### config.mk
export PLATFORM = sky130hd
export DESIGN_NAME = ram_port_arbiter
export DESIGN_NICKNAME = d
export VERILOG_FILES = /design/src/rtl/ram_port_arbiter.sv
export SDC_FILE = /design/constraint.sdc
export NUM_CORES = 1
export LEC_CHECK = 0
export CORE_UTILIZATION = 30
export CTS_CLUSTER_DIAMETER = 50
export DETAILED_ROUTE_END_ITERATION = 10
export GPL_TIMING_DRIVEN = 0
export HOLD_SLACK_MARGIN = 0.06
export PLACE_DENSITY = 0.7
export SETUP_SLACK_MARGIN = 0.15
export SYNTH_ARGS = -nofsm -noshare
export SYNTH_HDL_FRONTEND = slang
export SYNTH_SLANG_ARGS = --single-unit
### constraint.sdc
create_clock -name i_clk -period 4.3 [get_ports i_clk]
set_input_delay 0.86 -clock i_clk [delete_from_list [all_inputs] [get_ports i_clk]]
set_output_delay 0.86 -clock i_clk [all_outputs]
set_load 0.02 [all_outputs]
### src/rtl/ram_port_arbiter.sv
// Round-robin arbiter sharing RAM port A among NUM_REQ requesters.
// Registers the winning command onto the RAM port and routes read data back with a strobe.
module ram_port_arbiter #(
    parameter int unsigned DATA_WIDTH = 8,
    parameter int unsigned ADDR_WIDTH = 6,
    parameter int unsigned NUM_REQ    = 3
) (
    input  logic                          i_clk,
    input  logic                          i_resetn,
    input  logic                          i_enable,
    input  logic [NUM_REQ-1:0]            i_req,
    input  logic [NUM_REQ-1:0]            i_we,
    input  logic [NUM_REQ*ADDR_WIDTH-1:0] i_addr,
    input  logic [NUM_REQ*DATA_WIDTH-1:0] i_wdata,
    output logic [NUM_REQ-1:0]            o_ack,
    output logic [NUM_REQ-1:0]            o_rvalid,
    output logic [DATA_WIDTH-1:0]         o_rdata,
    output logic [ADDR_WIDTH-1:0]         o_ram_addr,
    output logic [DATA_WIDTH-1:0]         o_ram_din,
    output logic                          o_ram_we,
    output logic                          o_ram_re,
    input  logic [DATA_WIDTH-1:0]         i_ram_dout
);

    localparam int unsigned PTR_W = $clog2(NUM_REQ);

    logic [PTR_W-1:0]      r_ptr;
    logic [ADDR_WIDTH-1:0] r_ram_addr;
    logic [DATA_WIDTH-1:0] r_ram_din;
    logic                  r_ram_we;
    logic                  r_ram_re;
    logic                  r_s1_valid;
    logic [PTR_W-1:0]      r_s1_idx;
    logic [NUM_REQ-1:0]    r_rvalid;

    logic                  w_grant;
    logic [PTR_W-1:0]      w_gnt_idx;
    logic [NUM_REQ-1:0]    w_ack;
    logic [ADDR_WIDTH-1:0] w_addr;
    logic [DATA_WIDTH-1:0] w_wdata;
    logic                  w_we;

    function automatic logic [PTR_W-1:0] rr_idx(input logic [PTR_W-1:0] base, input int ofs);
        int s;
        s = (int'(base) + ofs) % int'(NUM_REQ);
        return PTR_W'(s);
    endfunction

    // Scan from farthest to nearest so the nearest set bit after r_ptr wins.
    always_comb begin
        w_gnt_idx = '0;
        for (int k = int'(NUM_REQ); k >= 1; k--) begin
            if (i_req[rr_idx(r_ptr, k)]) begin
                w_gnt_idx = rr_idx(r_ptr, k);
            end
        end
    end

    assign w_grant = i_resetn && i_enable && (|i_req);
    assign w_ack   = w_grant ? (NUM_REQ'(1) << w_gnt_idx) : '0;

    always_comb begin
        w_addr  = '0;
        w_wdata = '0;
        w_we    = 1'b0;
        for (int i = 0; i < int'(NUM_REQ); i++) begin
            if (w_ack[i]) begin
                w_addr  = i_addr[i*ADDR_WIDTH +: ADDR_WIDTH];
                w_wdata = i_wdata[i*DATA_WIDTH +: DATA_WIDTH];
                w_we    = i_we[i];
            end
        end
    end

    always_ff @(posedge i_clk) begin
        if (!i_resetn) begin
            r_ptr      <= PTR_W'(NUM_REQ - 1);
            r_ram_addr <= '0;
            r_ram_din  <= '0;
            r_ram_we   <= 1'b0;
            r_ram_re   <= 1'b0;
            r_s1_valid <= 1'b0;
            r_s1_idx   <= '0;
            r_rvalid   <= '0;
        end else begin
            r_ram_we   <= w_grant && w_we;
            r_ram_re   <= w_grant && !w_we;
            if (w_grant) begin
                r_ptr      <= w_gnt_idx;
                r_ram_addr <= w_addr;
                r_ram_din  <= w_wdata;
            end
            // Stage 1 travels with the command; stage 2 lines up with RAM read data.
            r_s1_valid <= w_grant && !w_we;
            r_s1_idx   <= w_gnt_idx;
            r_rvalid   <= r_s1_valid ? (NUM_REQ'(1) << r_s1_idx) : '0;
        end
    end

    assign o_ack      = w_ack;
    assign o_rvalid   = r_rvalid;
    assign o_rdata    = i_ram_dout;
    assign o_ram_addr = r_ram_addr;
    assign o_ram_din  = r_ram_din;
    assign o_ram_we   = r_ram_we;
    assign o_ram_re   = r_ram_re;

endmodule

Word level (Yosys, flattened, before mapping)

Index checks and enable logic that the tools add are counted.

Order comparisons: 3
Multiplexer cells: 19
Shifts and indexed selects: 2
Div/mod/pow operators: 3
Reductions and logical operators: 7
Add/sub/neg operators: 3

Operators by type and width:

| cell                                                       | number |
|---|---|
| remainder unit 32 x 3 -> 32 bit, second input constant     | 3 |
| 2-to-1 mux 8 bit                                           | 3 |
| 2-to-1 mux 6 bit                                           | 3 |
| less-than comparator 2 x 3 -> 1 bit, second input constant | 3 |
| adder 2 x 2 -> 3 bit, second input constant                | 2 |
| binary-select mux 1 bit (select 2 bit)                     | 3 |
| 2-to-1 mux 1 bit                                           | 6 |
| 2-to-1 mux 2 bit                                           | 3 |
| left shift 1 x 2 -> 3 bit, first input constant            | 2 |
| logical AND 1 bit                                          | 4 |
| adder 2 x 1 -> 3 bit, second input constant                | 1 |
| 2-to-1 mux 3 bit                                           | 1 |
| OR reduction 3 bit                                         | 1 |
| AND reduction 2 bit                                        | 1 |
| logical NOT 1 bit                                          | 1 |

Output and inout bits: 30
Input port bits: 59
Bits in registers: 23

Logic depth before layout (Yosys ltp)

Gate-level depths: netlist of the first run.

Word-level depth: 14
Depth in mapped cells: 9
Gate-level depth less buffers: 7

Worst setup path before layout of the first run

OpenSTA, ideal clock, no wires.

Path kind: input to output
Start: input port i_req[0]
End: output port o_ack[1]
Path slack: 1,358 ps
Data arrival time: 2,082 ps
Stages on the path: 5
Cell sequence: mux2_4 -> a221o_1 -> a21oi_2 -> buf_6 -> nor2b_1

Word-level cells in the longest chain between the ends: 7
Elaborated cells between the ends (all ways): 13
Classes of those cells: 1 x shift; 10 x mux; 2 x reduce/logical

RTL lines:

| item                                   | RTL line | RTL |
|---|---|---|
| start: declaration                     | 11       | `input logic [NUM_REQ-1:0] i_req,` |
| binary-select mux 1 bit (select 2 bit) | 53       | `if (i_req[rr_idx(r_ptr, k)]) begin` |
| 2-to-1 mux 1 bit (not written as such) | 53       |  |
| 2-to-1 mux 2 bit (3 in series)         | 53       |  |
| left shift 1 x 2 -> 3 bit              | 60       | `assign w_ack = w_grant ? (NUM_REQ'(1) << w_gnt_idx) : '0;` |
| 2-to-1 mux 3 bit *                     | 60       |  |
| end: declaration                       | 15       | `output logic [NUM_REQ-1:0] o_ack,` |

Mark *: on every way between the ends. The rest lies on a longest branch, timed or not. The select of a mux whose other input is x is not followed.

Worst setup path in the final report of the first run

Same ends and word-level chain as after synthesis.

==> impl_table.tex, run 1 <==
\begin{tabular}{lr}
\hline
Metric & Value \\
\hline
\multicolumn{2}{l}{\textbf{Routing}} \\
\quad Via count & 1,244 \\
\quad Final wirelength & 3.25 mm \\
\quad Final ANT Viol Nets & 0 \\
\quad DRC violation count after routing & 0 \\
\quad Post-detailed-route via-to-cell ratio & 4.59 \\
\quad Routed wirelength normalized by instance count & 12.0 microns \\
\quad Detailed router's first-iteration violation count & 36 \\
\quad Number of iterations in the first detailed-routing pass & 3 \\
\multicolumn{2}{l}{\textbf{STA}} \\
\quad Number of setup violations in the final report & 0 \\
\quad Clock period minus worst slack & 3.94 ns \\
\quad Hold Violations, Final & 0 \\
\quad Final total negative setup slack & 0 ns \\
\quad RSZ-0062 raised after global routing & no \\
\quad Period utilization & 91.6\% \\
\quad Peak Freq & 254 MHz \\
\quad Post-route clock skew & 0.00259 ns \\
\quad Worst-margin pin slew & 0.451 ns \\
\quad Worst hold margin & 0.441 ns \\
\quad Worst-case headroom to the max-slew limit & 69.7\% \\
\quad Pins over their slew limit & 0 \\
\multicolumn{2}{l}{\textbf{Clock network}} \\
\quad Hold Buf Count CTS & 0 \\
\quad Number of H-tree levels & 1 \\
\quad Bufs on Longest Clock Path & 2 \\
\quad Clk slew on worst S/H paths & 0.08 ns \\
\quad Worst skew pair latency & 0.26 ns \\
\quad Number of gates resized after cts & 0 \\
\quad Post-CTS repair timing setup buffer count & 0 \\
\quad CTS tree & yes \\
\quad Number of clock buffers inserted by TritonCTS & 3 \\
\quad Root cell of the clock tree & sky130\_fd\_sc\_hd\_\_clkbuf\_8 \\
\quad Clock Sinks & 23 \\
\multicolumn{2}{l}{\textbf{Placement}} \\
\quad Buffers on Ports & 80 \\
\quad Placed inst area & 2160 sq um \\
\quad Placer Congestion & 0.805 \\
\quad Post-DP HPWL & 2.54 mm \\
\multicolumn{2}{l}{\textbf{Setup path}} \\
\quad Crit path launch type & input port \\
\quad Worst setup path startpoint & i\_req[0] \\
\quad Worst setup path category & input port to primary output \\
\quad Max Fanout on Critical Path & 9 \\
\quad Crit Reg-Reg Startpoint & r\_ptr[0] \\
\quad Worst path required time & 3.44 ns \\
\quad Cell family with the largest share of critical-path delay & buffers and inverters \\
\quad Crit path max-delay cell type & sky130\_fd\_sc\_hd\_\_clkdlybuf4s50\_1 \\
\quad Kind of capture point of the worst setup path & primary output \\
\quad Worst Path Arrival & 3.08 ns \\
\quad Maximum cell stage delay along the critical path & 0.63 ns \\
\quad Crit-path cells & clkdlybuf4s50\_1 > mux2\_4 > a221o\_1 > a21oi\_2 > buf\_6 > nor2b\_1 > clkdlybuf4s50\_1 \\
\quad Number of buffers and inverters on the critical path & 3 \\
\quad Most frequent CP cell & sky130\_fd\_sc\_hd\_\_clkdlybuf4s50\_1 \\
\multicolumn{2}{l}{\textbf{Power and ir drop}} \\
\quad Maximum vdd drop & 0.192 mV \\
\quad Power Dens Cells & 280 nW/um\^{}2 \\
\quad Reported leakage power & 0.907 nW \\
\quad Sequential cell fraction of total power & 39.8\% \\
\quad Switching power share of the total & 29.9\% \\
\quad Relative contribution of the clock network to total power & 21.9\% \\
\quad Internal power of the cells & 0.000433 W \\
\quad Net Sw Power & 0.000185 W \\
\quad Comb power frac & 38.3\% \\
\multicolumn{2}{l}{\textbf{Final layout}} \\
\quad Share of layout cells above drive strength 1 & 13.1\% \\
\quad Layout filler cell count & 387 \\
\quad Final instance area & 2210 sq um \\
\quad Leading cell types in the layout, fill and taps excluded & 80 x sky130\_fd\_sc\_hd\_\_clkdlybuf4s50\_1, 23 x sky130\_fd\_sc\_hd\_\_dfxtp\_1, 18 x sky130\_fd\_sc\_hd\_\_inv\_1 \\
\quad Final antenna diode count & 0 \\
\quad Most common library cell in the layout ignoring fill and taps & sky130\_fd\_sc\_hd\_\_clkdlybuf4s50\_1 \\
\quad Layout area overhead & 70.4\% \\
\quad Register cell area after layout & 460 sq um \\
\quad Net total in the final layout & 285 \\
\quad Footprint of the multi-input gates & 664 sq um \\
\multicolumn{2}{l}{\textbf{Die}} \\
\quad Area enclosed by the die boundary & 4590 sq um \\
\quad Die Span Y & 67.8 microns \\
\quad Top-Level Pins & 89 \\
\quad Number of standard-cell rows in the floorplan & 23 \\
\quad Initial core utilization & 31.8\% \\
\quad Die Span X & 67.8 microns \\
\quad Floorplan Core Area & 4090 sq um \\
\multicolumn{2}{l}{\textbf{Synth}} \\
\quad Synthesized area divided by synthesized cell count & 9.47 sq um \\
\quad Sequential element share of the synthesized area & 35.5\% \\
\quad Count of synthesis-stage warnings from yosys & 0 \\
\quad Number of register bits inferred by synthesis & 23 \\
\quad Post-synth cell types & 33 \\
\quad Top-area cell type share of the netlist area & 35.5\% \\
\quad Cell count after synthesis & 137 \\
\quad Post-synthesis instance area & 1300 sq um \\
\quad Post-Synthesis Net Count & 200 \\
\quad Post-synthesis cell type with the largest combined area & sky130\_fd\_sc\_hd\_\_dfxtp\_1 \\
\quad Cell types occupying the most area after synthesis & sky130\_fd\_sc\_hd\_\_dfxtp\_1 35\%, sky130\_fd\_sc\_hd\_\_mux2i\_1 12\%, sky130\_fd\_sc\_hd\_\_o221ai\_2 9.3\%, sky130\_fd\_sc\_hd\_\_inv\_1 5.2\%, sky130\_fd\_sc\_hd\_\_buf\_4 4.6\% \\
\multicolumn{2}{l}{\textbf{Global routing}} \\
\quad Remaining global-route overflow & 0 \\
\quad Global-route wire length before repair & 5.07 mm \\
\quad Antenna violations before repair & 0 \\
\quad Largest net degree at the start of global routing & 14 \\
\quad Number of global-route vias before repair & 1,148 \\
\quad Total Routing Usage GR & 14.7\% \\
\multicolumn{2}{l}{\textbf{Run status}} \\
\quad Result of the run & completed \\
\multicolumn{2}{l}{\textbf{Min path}} \\
\quad Hold Path Origin & r\_s1\_idx[0] \\
\quad Kind of path behind the tightest hold check & flop to flop \\
\multicolumn{2}{l}{\textbf{Job}} \\
\quad Max Cap Violations & 0 \\
\hline
\end{tabular}
[layout make-up]
| cell class | count | share of cell area [%] |
|---|---|---|
| well taps | 50 | 2.83 |
| inverters | 18 | 3.06 |
| clock buffers | 3 | 1.87 |
| clock inverters | 1 | 0.226 |
| repair buffers | 80 | 36.2 |
| multi-input cells | 82 | 30.1 |
| flip-flops and latches | 23 | 20.8 |
| plain buffers | 14 | 4.92 |
[registers in the layout, summed over array words and instances, names as in the netlist]
register,count
o_ram_din,8
o_ram_we,1
o_rvalid,3
r_s1_valid,1
r_s1_idx,2
r_ptr,2
o_ram_addr,6
[per-layer routing]
metal  vias up  global-route usage, %  wire length, microns
met5         -                      0                     0
met4         0                   2.93                    32
met3         4                   6.25                   371
met2        57                   26.4                  1530
met1       547                   15.8                  1310
li1        636                      -                     -
[worst reg2reg max path, cell delays in order, from the launching register on]
cell and delay (ns):
sky130_fd_sc_hd__dfxtp_1 0.39, sky130_fd_sc_hd__inv_1 0.08, sky130_fd_sc_hd__ha_1 0.38, sky130_fd_sc_hd__and2b_1 0.21, sky130_fd_sc_hd__o31ai_1 0.44, sky130_fd_sc_hd__nor2_1 0.12, sky130_fd_sc_hd__nand2_1 0.21, sky130_fd_sc_hd__buf_2 0.33
sky130_fd_sc_hd__o221ai_1 0.15
[Yosys cell counts]
master,count
sky130_fd_sc_hd__o31ai_1,1
sky130_fd_sc_hd__buf_12,1
sky130_fd_sc_hd__o21ai_1,1
sky130_fd_sc_hd__o311ai_0,1
sky130_fd_sc_hd__and2b_1,1
sky130_fd_sc_hd__o311a_1,1
sky130_fd_sc_hd__nand2_1,16
sky130_fd_sc_hd__clkbuf_1,2
sky130_fd_sc_hd__or2_2,1
sky130_fd_sc_hd__nor2b_1,3
sky130_fd_sc_hd__nor3b_1,2
sky130_fd_sc_hd__inv_1,18
sky130_fd_sc_hd__a21oi_2,1
sky130_fd_sc_hd__o221ai_2,8
sky130_fd_sc_hd__o21ai_0,2
sky130_fd_sc_hd__buf_2,2
sky130_fd_sc_hd__a221o_1,1
sky130_fd_sc_hd__buf_6,1
sky130_fd_sc_hd__ha_1,4
sky130_fd_sc_hd__buf_4,8
sky130_fd_sc_hd__mux2_4,1
sky130_fd_sc_hd__nand3b_1,1
sky130_fd_sc_hd__nor2_1,3
sky130_fd_sc_hd__a21oi_1,2
sky130_fd_sc_hd__nand2b_1,1
sky130_fd_sc_hd__mux2i_1,16
sky130_fd_sc_hd__a21o_1,2
sky130_fd_sc_hd__a31o_2,1
sky130_fd_sc_hd__o221ai_1,6
sky130_fd_sc_hd__a21boi_0,1
sky130_fd_sc_hd__and2_1,3
sky130_fd_sc_hd__dfxtp_1,23
sky130_fd_sc_hd__nor3_1,2
[final timing paths]
| kind | endpoint | slack (ns) | cells after the start |
|---|---|---|---|
| setup reg to reg | o_ram_din[5] | 1.89 | 8 |
| setup / recovery | o_ack[1] | 0.36 | 7 |
| hold reg to reg | o_rvalid[0] | 0.44 | 1 |
| hold / removal | o_rvalid[0] | 0.44 | 1 |
[power groups by stage]
stage	sequential [W]	combinational (W)	clock, W
finish	0.000246	0.000237	0.000135
global route	0.000249	0.000257	0.000152
CTS	0.000246	0.000239	0.000142
detailed placement	0.000251	0.000238	0
global placement	0.000250	0.000236	0
floorplan	0.000273	0.000104	0
[logic make-up (layout without fill, tap and decap cells)]
family | after synthesis | after routing | share of synthesized area (%)
AOI/OAI and AO/OA | 28 | 28 | 21.1
buffers and inverters | 32 | 116 | 13.6
muxes | 17 | 17 | 13.5
DFF | 23 | 23 | 35.5
adders and majority gates | 4 | 4 | 3.86
and+or+nand+nor | 33 | 33 | 12.4
[stage by stage]
step	setup slack, ns	power, W	utilization, %	cells
6_report	0.363	0.000618	54.1	271
5_1_grt	0.209	0.000657	54.1	271
4_1_cts	0.281	0.000627	54.0	271
3_5_place_dp	0.284	0.000489	52.9	267
3_3_place_gp	0.294	0.000486	52.9	267
2_1_floorplan	1.36	0.000377	-	137
Note: power is estimated with default switching activity, not from simulation.
==> run 2: changes to the inputs <==
- GPL_ROUTABILITY_DRIVEN: default -> 0
==> results of run 2 <==
Same layout as run 1: the final DEF is identical, and so are final timing and power.
